<file path="config.mk">
export PLATFORM = sky130hd
export DESIGN_NAME = peripheral_timer_flat
export DESIGN_NICKNAME = d
export VERILOG_FILES = /design/src/rtl/periph_pkg.sv /design/src/rtl/peripheral_timer_if.sv /design/src/rtl/timer_prescaler.sv /design/src/rtl/peripheral_timer.sv /design/src/flat_wrapper.sv
export SDC_FILE = /design/constraint.sdc
export NUM_CORES = 1
export LEC_CHECK = 0
export ABC_AREA = 1
export BUFFER_PORTS_ARGS = -buffer_cell sky130_fd_sc_hd__buf_2
export CORE_AREA = 4 4 94 141
export DETAILED_ROUTE_END_ITERATION = 12
export DIE_AREA = 0 0 98 145
export GPL_ROUTABILITY_DRIVEN = 0
export PLACE_DENSITY = 0.75
export SYNTH_ARGS = -nofsm -noshare
export SYNTH_HDL_FRONTEND = slang
export SYNTH_HIERARCHICAL = 1
export SYNTH_SLANG_ARGS = --single-unit
</file>
<file path="constraint.sdc">
create_clock -name clk -period 3 [get_ports clk]
set_clock_uncertainty 0.05 [all_clocks]
set_input_delay 0.9 -clock clk [delete_from_list [all_inputs] [get_ports clk]]
set_output_delay 0.9 -clock clk [all_outputs]
set_load 0.02 [all_outputs]
</file>
<file path="src/rtl/periph_pkg.sv">
// Shared peripheral definitions: register offsets,
// TCON bit positions and a bus address-match helper.
package periph_pkg;

   localparam logic [31:0] OFS_TH      = 32'd0;
   localparam logic [31:0] OFS_TL      = 32'd4;
   localparam logic [31:0] OFS_TCON    = 32'd8;
   localparam logic [31:0] OFS_SYSTICK = 32'd20;

   localparam int TCON_EN = 0;
   localparam int TCON_IE = 1;
   localparam int TCON_IS = 2;

   typedef enum logic [2:0] {
      REG_NONE,
      REG_TH,
      REG_TL,
      REG_TCON,
      REG_SYSTICK
   } reg_sel_e;

   // Word-granular match; byte lane bits are ignored.
   function automatic logic addr_hit(
      input logic [31:0] addr,
      input logic [31:0] base,
      input logic [31:0] ofs
   );
      logic [31:0] target;
      target = base + ofs;
      return addr[31:2] == target[31:2];
   endfunction

endpackage

</file>
<file path="src/rtl/peripheral_timer_if.sv">
// Data-bus bundle between the core (master) and the timer
// (slave); IRQ travels with the bus back to the core.
interface peripheral_timer_if;

   logic        MemRd;
   logic        MemWr;
   logic [31:0] Addr;
   logic [31:0] WriteData;
   logic [31:0] ReadData;
   logic        IRQ;

   modport master (
      output MemRd, MemWr, Addr, WriteData,
      input  ReadData, IRQ
   );

   modport slave (
      input  MemRd, MemWr, Addr, WriteData,
      output ReadData, IRQ
   );

endinterface

</file>
<file path="src/rtl/timer_prescaler.sv">
// Divides the core clock by PRESCALE while enabled;
// the count holds its value while disabled.
module timer_prescaler #(
   parameter int PRESCALE = 1
) (
   input  logic clk,
   input  logic reset,
   input  logic enable,
   output logic tick
);

   localparam logic [15:0] LAST = 16'(PRESCALE - 1);

   logic [15:0] cnt_q;
   logic [15:0] cnt_d;

   // Tick on the last count; wrap, advance or hold.
   always_comb begin
      tick  = 1'b0;
      cnt_d = cnt_q;
      if (enable) begin
         if (cnt_q == LAST) begin
            tick  = 1'b1;
            cnt_d = 16'd0;
         end else begin
            cnt_d = cnt_q + 16'd1;
         end
      end
   end

   // Count register with synchronous active-low reset.
   always_ff @(posedge clk) begin
      if (!reset) cnt_q <= 16'd0;
      else        cnt_q <= cnt_d;
   end

endmodule

</file>
<file path="src/rtl/peripheral_timer.sv">
// Memory-mapped interval timer: TH reload, TL counter, TCON.
// Define TIMER_SYSTICK_EN to add the free-running SYSTICK.
module peripheral_timer
   import periph_pkg::*;
#(
   parameter logic [31:0] BASE_ADDR = 32'h4000_0000,
   parameter int          PRESCALE  = 1
) (
   input  logic               clk,
   input  logic               reset,
   peripheral_timer_if.slave  bus
);

   logic [31:0] th_q, th_d;
   logic [31:0] tl_q, tl_d;
   logic [2:0]  tcon_q, tcon_d;
   logic        tick;
   logic        ovf;
   reg_sel_e    sel;
   logic        wr_th, wr_tl, wr_tcon;
   logic        unused_addr;

   assign unused_addr = ^bus.Addr[1:0];

   timer_prescaler #(
      .PRESCALE (PRESCALE)
   ) u_presc (
      .clk    (clk),
      .reset  (reset),
      .enable (tcon_q[TCON_EN]),
      .tick   (tick)
   );

   assign ovf = tick && (tl_q == 32'hFFFF_FFFF);

   // Address decode to a single register select.
   always_comb begin
      sel = REG_NONE;
      unique case (1'b1)
         addr_hit(bus.Addr, BASE_ADDR, OFS_TH):
            sel = REG_TH;
         addr_hit(bus.Addr, BASE_ADDR, OFS_TL):
            sel = REG_TL;
         addr_hit(bus.Addr, BASE_ADDR, OFS_TCON):
            sel = REG_TCON;
         addr_hit(bus.Addr, BASE_ADDR, OFS_SYSTICK):
            sel = REG_SYSTICK;
         default:
            sel = REG_NONE;
      endcase
   end

   assign wr_th   = bus.MemWr && (sel == REG_TH);
   assign wr_tl   = bus.MemWr && (sel == REG_TL);
   assign wr_tcon = bus.MemWr && (sel == REG_TCON);

`ifdef TIMER_SYSTICK_EN
   logic [31:0] systick_q;

   // Free-running cycle counter, read-only from the bus.
   always_ff @(posedge clk) begin
      if (!reset) systick_q <= 32'd0;
      else        systick_q <= systick_q + 32'd1;
   end
`endif

   // Next state: bus writes win over count/reload on TL;
   // a same-cycle overflow still sets status on TCON write.
   always_comb begin
      th_d   = th_q;
      tl_d   = tl_q;
      tcon_d = tcon_q;
      if (tick) begin
         if (ovf) tl_d = th_q;
         else     tl_d = tl_q + 32'd1;
      end
      if (ovf && tcon_q[TCON_IE]) tcon_d[TCON_IS] = 1'b1;
      if (wr_th) th_d = bus.WriteData;
      if (wr_tl) tl_d = bus.WriteData;
      if (wr_tcon) begin
         tcon_d[TCON_EN] = bus.WriteData[TCON_EN];
         tcon_d[TCON_IE] = bus.WriteData[TCON_IE];
         tcon_d[TCON_IS] = bus.WriteData[TCON_IS]
                         | (ovf & bus.WriteData[TCON_IE]);
      end
   end

   // Register file with synchronous active-low reset.
   always_ff @(posedge clk) begin
      if (!reset) begin
         th_q   <= 32'd0;
         tl_q   <= 32'd0;
         tcon_q <= 3'd0;
      end else begin
         th_q   <= th_d;
         tl_q   <= tl_d;
         tcon_q <= tcon_d;
      end
   end

   // Zero-latency read mux; unselected or idle reads give 0.
   always_comb begin
      bus.ReadData = 32'd0;
      if (bus.MemRd) begin
         unique case (sel)
            REG_TH:      bus.ReadData = th_q;
            REG_TL:      bus.ReadData = tl_q;
            REG_TCON:    bus.ReadData = {29'd0, tcon_q};
`ifdef TIMER_SYSTICK_EN
            REG_SYSTICK: bus.ReadData = systick_q;
`else
            REG_SYSTICK: bus.ReadData = 32'd0;
`endif
            default:     bus.ReadData = 32'd0;
         endcase
      end
   end

   assign bus.IRQ = tcon_q[TCON_IS] & tcon_q[TCON_IE];

endmodule

</file>
<file path="src/flat_wrapper.sv">
// flat-port wrapper written by rule: the top's interface ports become plain ports
module peripheral_timer_flat import periph_pkg::*;
#(
   parameter logic [31:0] BASE_ADDR = 32'h4000_0000,
   parameter int          PRESCALE  = 1
)
  (clk, reset, bus_MemRd, bus_MemWr, bus_Addr, bus_WriteData, bus_ReadData, bus_IRQ);
  peripheral_timer_if bus_i ();
  input  logic clk;
  input  logic reset;
  input wire logic [$bits(bus_i.MemRd)-1:0] bus_MemRd;
  input wire logic [$bits(bus_i.MemWr)-1:0] bus_MemWr;
  input wire logic [$bits(bus_i.Addr)-1:0] bus_Addr;
  input wire logic [$bits(bus_i.WriteData)-1:0] bus_WriteData;
  output wire logic [$bits(bus_i.ReadData)-1:0] bus_ReadData;
  output wire logic [$bits(bus_i.IRQ)-1:0] bus_IRQ;
  assign bus_i.MemRd = bus_MemRd;
  assign bus_i.MemWr = bus_MemWr;
  assign bus_i.Addr = bus_Addr;
  assign bus_i.WriteData = bus_WriteData;
  assign bus_ReadData = bus_i.ReadData;
  assign bus_IRQ = bus_i.IRQ;
  peripheral_timer #(.BASE_ADDR(BASE_ADDR), .PRESCALE(PRESCALE)) u_core (.clk(clk), .reset(reset), .bus(bus_i));
endmodule
</file>
-- Word level (Yosys, flattened, before mapping)
Index checks and enable logic that the tools add are counted.
- $add $sub $neg: 2
- equal/unequal tests: 8
- mux-type cells: 11
- bitwise operators: 3
- reductions and logical operators: 8
- operator list (operator ; number):
    $mux 32 ; 4
    $eq 30x29->1 const B ; 4
    $pmux 32 s3 ; 1
    $add 32x1->32 const B ; 1
    $eq 32x32->1 const B ; 1
    $add 16x1->16 const B ; 1
    $logic_not 16->1 ; 1
    $mux 16 ; 1
    $pmux 3 s4 ; 1
    $eq 3x2->1 const B ; 2
    $logic_and 1x1->1 ; 5
    $reduce_bool 2->1 ; 2
    $eq 3x1->1 const B ; 1
    $mux 1 ; 3
    $mux 3 ; 1
    $and 1x1->1 ; 2
    $or 1x1->1 ; 1
- register bits after elaboration: 83
- input port bits: 68
- output and inout bits: 33
- logic and storage cells: 37

-- Longest topological paths before layout
- word-level depth: 7
- gate-level depth with buffers: 16
- depth with buffers taken out: 15

-- Cells and area by module
The synthesis kept the hierarchy.
- by module, submodules not included (module ; times used ; cells an instance ; area an instance (um^2) ; seq. area each (um^2)):
    peripheral_timer ; 1 ; 897 ; 5218.8 ; 1341.3
    timer_prescaler ; 1 ; 144 ; 919.6 ; 320.3

-- Worst setup path after synthesis
No wires, ideal clock.
- path kind: input to output
- from: in bus_Addr[9]
- to: out bus_ReadData[3]
- arrival time: 2255 ps
- setup slack: -205 ps
- stages: 10
- buffers on the path: 1
- path through: nor2_1 nand2_1 nor2_1 nand3_1 nor2_2 inv_2 nor2_4 buf_4 nand2_1 a21oi_1
- word-level cells in the longest chain between the ends: 5
- elaborated cells between the ends (all ways): 10
- classes of those cells: eq/ne (7); mux (3)
- RTL lines (item ; RTL line ; source):
    start, declared ; flat_wrapper.sv:13 ; input wire logic [$bits(bus_i.Addr)-1:0] bus_Addr;
    $eq 30x29->1 ; periph_pkg.sv:30 ; return addr[31:2] == target[31:2];
    $pmux 3 s4 (*) ; peripheral_timer.sv:39 ; unique case (1'b1)
    $eq 3x2->1 or $eq 3x1->1 (tied branches) ; peripheral_timer.sv:105 ; unique case (sel)
    $pmux 32 s3 (*) ; peripheral_timer.sv:105 ;
    $mux 32 (*) ; peripheral_timer.sv:104 ; if (bus.MemRd) begin
    end, declared ; flat_wrapper.sv:15 ; output wire logic [$bits(bus_i.ReadData)-1:0] bus_ReadData;
Every way passes the cells marked *; elsewhere a longest branch is shown, timed or not.

-- Final worst setup path
- from: in bus_Addr[9]
- to: out bus_ReadData[27]
The elaborated chain is that of the path after synthesis.

==> results.ini <==
[floorplanning]
design.core.area_um2 = 12000
die_width_um = 98
die_area_um2 = 14200
start_util = 0.513
io_pins = 101
dieHeight_um = 145
rows = 49

[sta]
max_freq_mhz = 301
final_max_slew_viol_count = 0
worstMarginPinSlew_ns = 1.04
period_share = 1.11
setup_viol = 32
slew_headroom = 0.304
rsz0062_at_grt = yes
layout_min_cycle_time_ns = 3.32
setup_slack_ns = -0.319
fin_hold_ws_ns = 0.431
hold_violations = 0

[critical_path]
critPathMaxStageDelay_ns = 0.19
worst-path-buf-inv = 4
crit_path_end_kind = output port
arrival_ns = 2.37
start_kind = input port
crit_chain = buf_2 > nor2_4 > nand2_2 > nor2_4 > nand3_2 > nor2_4 > inv_2 > nor2_4 > buf_12 > nand2_1 > a21oi_4 > buf_4
cpMostUsedCell = nor2_4
cp_slowest_cell = buf_12
r2r_cells = 13
critPathRequiredTime_ns = 2.05
crit_cells = 12
critPathKind = in2out
crit_path_max_fanout = 17
crit_family = simple AND/OR/NAND/NOR gates

[global_route]
grt.overflow.total = 0
grtUsageMet3 = 0.0336
grt_start_max_net_pins = 34
met2_usage = 0.475
antenna_found_initial = 0
busiest_layer = met2
grt_pass1_vias = 6710
grt_pass1_wl_um = 31300
track_usage = 0.263
use_met1 = 0.300

[min_path]
whs_path_depth = 2
hold_path.class = reg2reg

[run_status]
violations = setup timing
status = finished, violations left

[drt]
vias_per_cell = 5.37
detail_route.iter0.violations = 541
drt-wirelength-per-cell_um = 14.4
drt_pass1_iterations = 5
routed_wl_um = 18700
antenna_left = 0
drc = 0
via_count = 6946

[cells_and_area]
fin_cells = 1293
area_growth_pct = 27.0
insertedDiodeCount = 0
final_util = 0.652
layout.nets = 1208
drive_above_1_share = 0.239

[logic_synthesis]
synth_cell_types = 35
synth_flop_cell = dfxtp_1
synth_area_um2 = 6140
synth_nets = 1112
synthCells = 1041
synth_edf_count = 0
synth_top_area_frac = 0.271
ys_warn_count = 6
synth-async-reset-ratio = 0
ys_ff_latch = 83
seq_area_frac_synth = 0.271
synth_area_leader_cell = dfxtp_1
avgSynthCellArea_um2 = 5.90
synth_area_leaders = dfxtp_1 (27%), nand2_1 (21%), a21oi_1 (8.2%), nor2_1 (7.0%), nand3_1 (7.0%)

[cts]
numCtsBuffers = 9
cts_buffer_depth = 2
clock-sinks = 83
cts_tree = yes
clkTransAtPathRegs_ns = 0.06
hold_buffers = 0
htreeDepth = 3
clk_latency_ns = 0.34
ctsRootBufferMaster = clkbuf_16
post-cts-setup-buffers = 0
ctsResizeCount = 37

[place]
place_inst = 1279
hpwlAfterDp_um = 13600
numPortBuffers = 98

[run]
maxCapViolCount = 0

[power_and_ir_drop]
ir_drop_mv = 0.242
leakage_uw = 0.00300
p_per_area_nw_per_um2 = 312

## routing by layer
metal,routed length [µm],up-vias
met5,0,-
met4,679,0
met3,921,56
met2,9920,230
met1,7140,3138
li1,-,3522
## state kept, by name (all words and copies together) (netlist names)
register,count
u_core/tl_q,32
u_core/tcon_q,3
u_core/u_presc/cnt_q,16
u_core/th_q,32
## per-stage QoR
step	TNS [ns]	setup slack [ns]	area (µm²)	power, µW
floorplan	-0.461	-0.0476	6520	1170
global placement	-10.74	-0.375	7280	1240
detailed placement	-11.11	-0.382	7280	1240
finish	-8.97	-0.319	7800	2430
global route	-12.73	-0.442	7800	2510
CTS	-8.83	-0.311	7710	2450
## layout by cell type, fill, tap and decap left out, types with 4 or more instances in the layout
master     synthesis  routed
nor2_2             7      14
nor3_1             8       7
xnor2_1           11      11
nor2_4             6      13
nor2_8             4       4
buf_4              6      51
a21oi_4            1      25
nand3_1           86      82
nor2_1           115     101
nand2_1          348     329
o21ai_0            9       8
nand4_1           57      57
inv_1            104     101
buf_2             17      69
nand2_2            7      25
a21oi_2            0       5
o21ai_2           13      13
a21oi_1          101      72
dfxtp_1           83      83
nand3_2            2       6
buf_6              3      10
clkbuf_16          0       9
xor2_1             5       5
buf_12             0       6
inv_2              6       9
## report_power, final
group / switching, µW / internal, µW / leakage, µW / total (µW)
Combinational: 71.5 / 51.2 / 0.00218 / 123
Sequential: 0.00000130 / 1100 / 0.000668 / 1100
Clock: 441 / 766 / 0.000155 / 1210
Total: 513 / 1920 / 0.00300 / 2430
## final timing paths
| path | from | to | slack (ns) |
|---|---|---|---|
| worst max-delay path | bus_Addr[9] | bus_ReadData[27] | -0.32 |
| worst min-delay path | u_core/th_q[2]$_SDFFE_PN0P_ | u_core/th_q[2]$_SDFFE_PN0P_ | 0.43 |
| worst max register to register | u_core/u_presc/cnt_q[0]$_SDFFE_PN0P_ | u_core/tl_q[31]$_SDFFE_PN0P_ | 0.47 |
| worst min register to register | u_core/th_q[2]$_SDFFE_PN0P_ | u_core/th_q[2]$_SDFFE_PN0P_ | 0.43 |
## area by class of cell
type / count / area [µm²]
Clock buffer: 12 / 256
Clock inverter: 2 / 60.1
Fill cell: 1183 / 4160
Inverter: 112 / 422
Multi-Input combinational cell: 795 / 4250
Sequential cell: 83 / 1660
Tap cell: 153 / 191
Timing Repair Buffer: 136 / 961
## Yosys cell counts, types with 2 or more instances
library cell / number
nand2_1: 348
nor2_1: 115
inv_1: 104
a21oi_1: 101
nand3_1: 86
dfxtp_1: 83
nand4_1: 57
clkbuf_1: 22
buf_2: 17
o21ai_2: 13
xnor2_1: 11
o21ai_0: 9
nor3_1: 8
nand2_2: 7
nor2_2: 7
buf_4: 6
inv_2: 6
nor2_4: 6
xor2_1: 5
nor2_8: 4
buf_1: 3
buf_6: 3
ha_1: 3
nand3b_1: 3
nand2_4: 2
nand3_2: 2
nand3_4: 2
## worst min-delay path: cells and delay by family (launching register included)
family / cells / cell delay [ns]
simple gates: 1 / 0.06
compound gates: 1 / 0.05
flops: 1 / 0.32
## cell families (layout without fill, tap and decap cells)
logic type,after synthesis,count (layout),synth area share
XOR/XNOR,16,16,0.0228
AND/OR/NAND/NOR,649,649,0.475
buffers and inverters,163,262,0.111
adder cells (fa/ha/maj),3,3,0.00612
flip-flops,83,83,0.271
AO/OA/AOI/OAI,127,127,0.115
(Power assumes the default switching activity.)
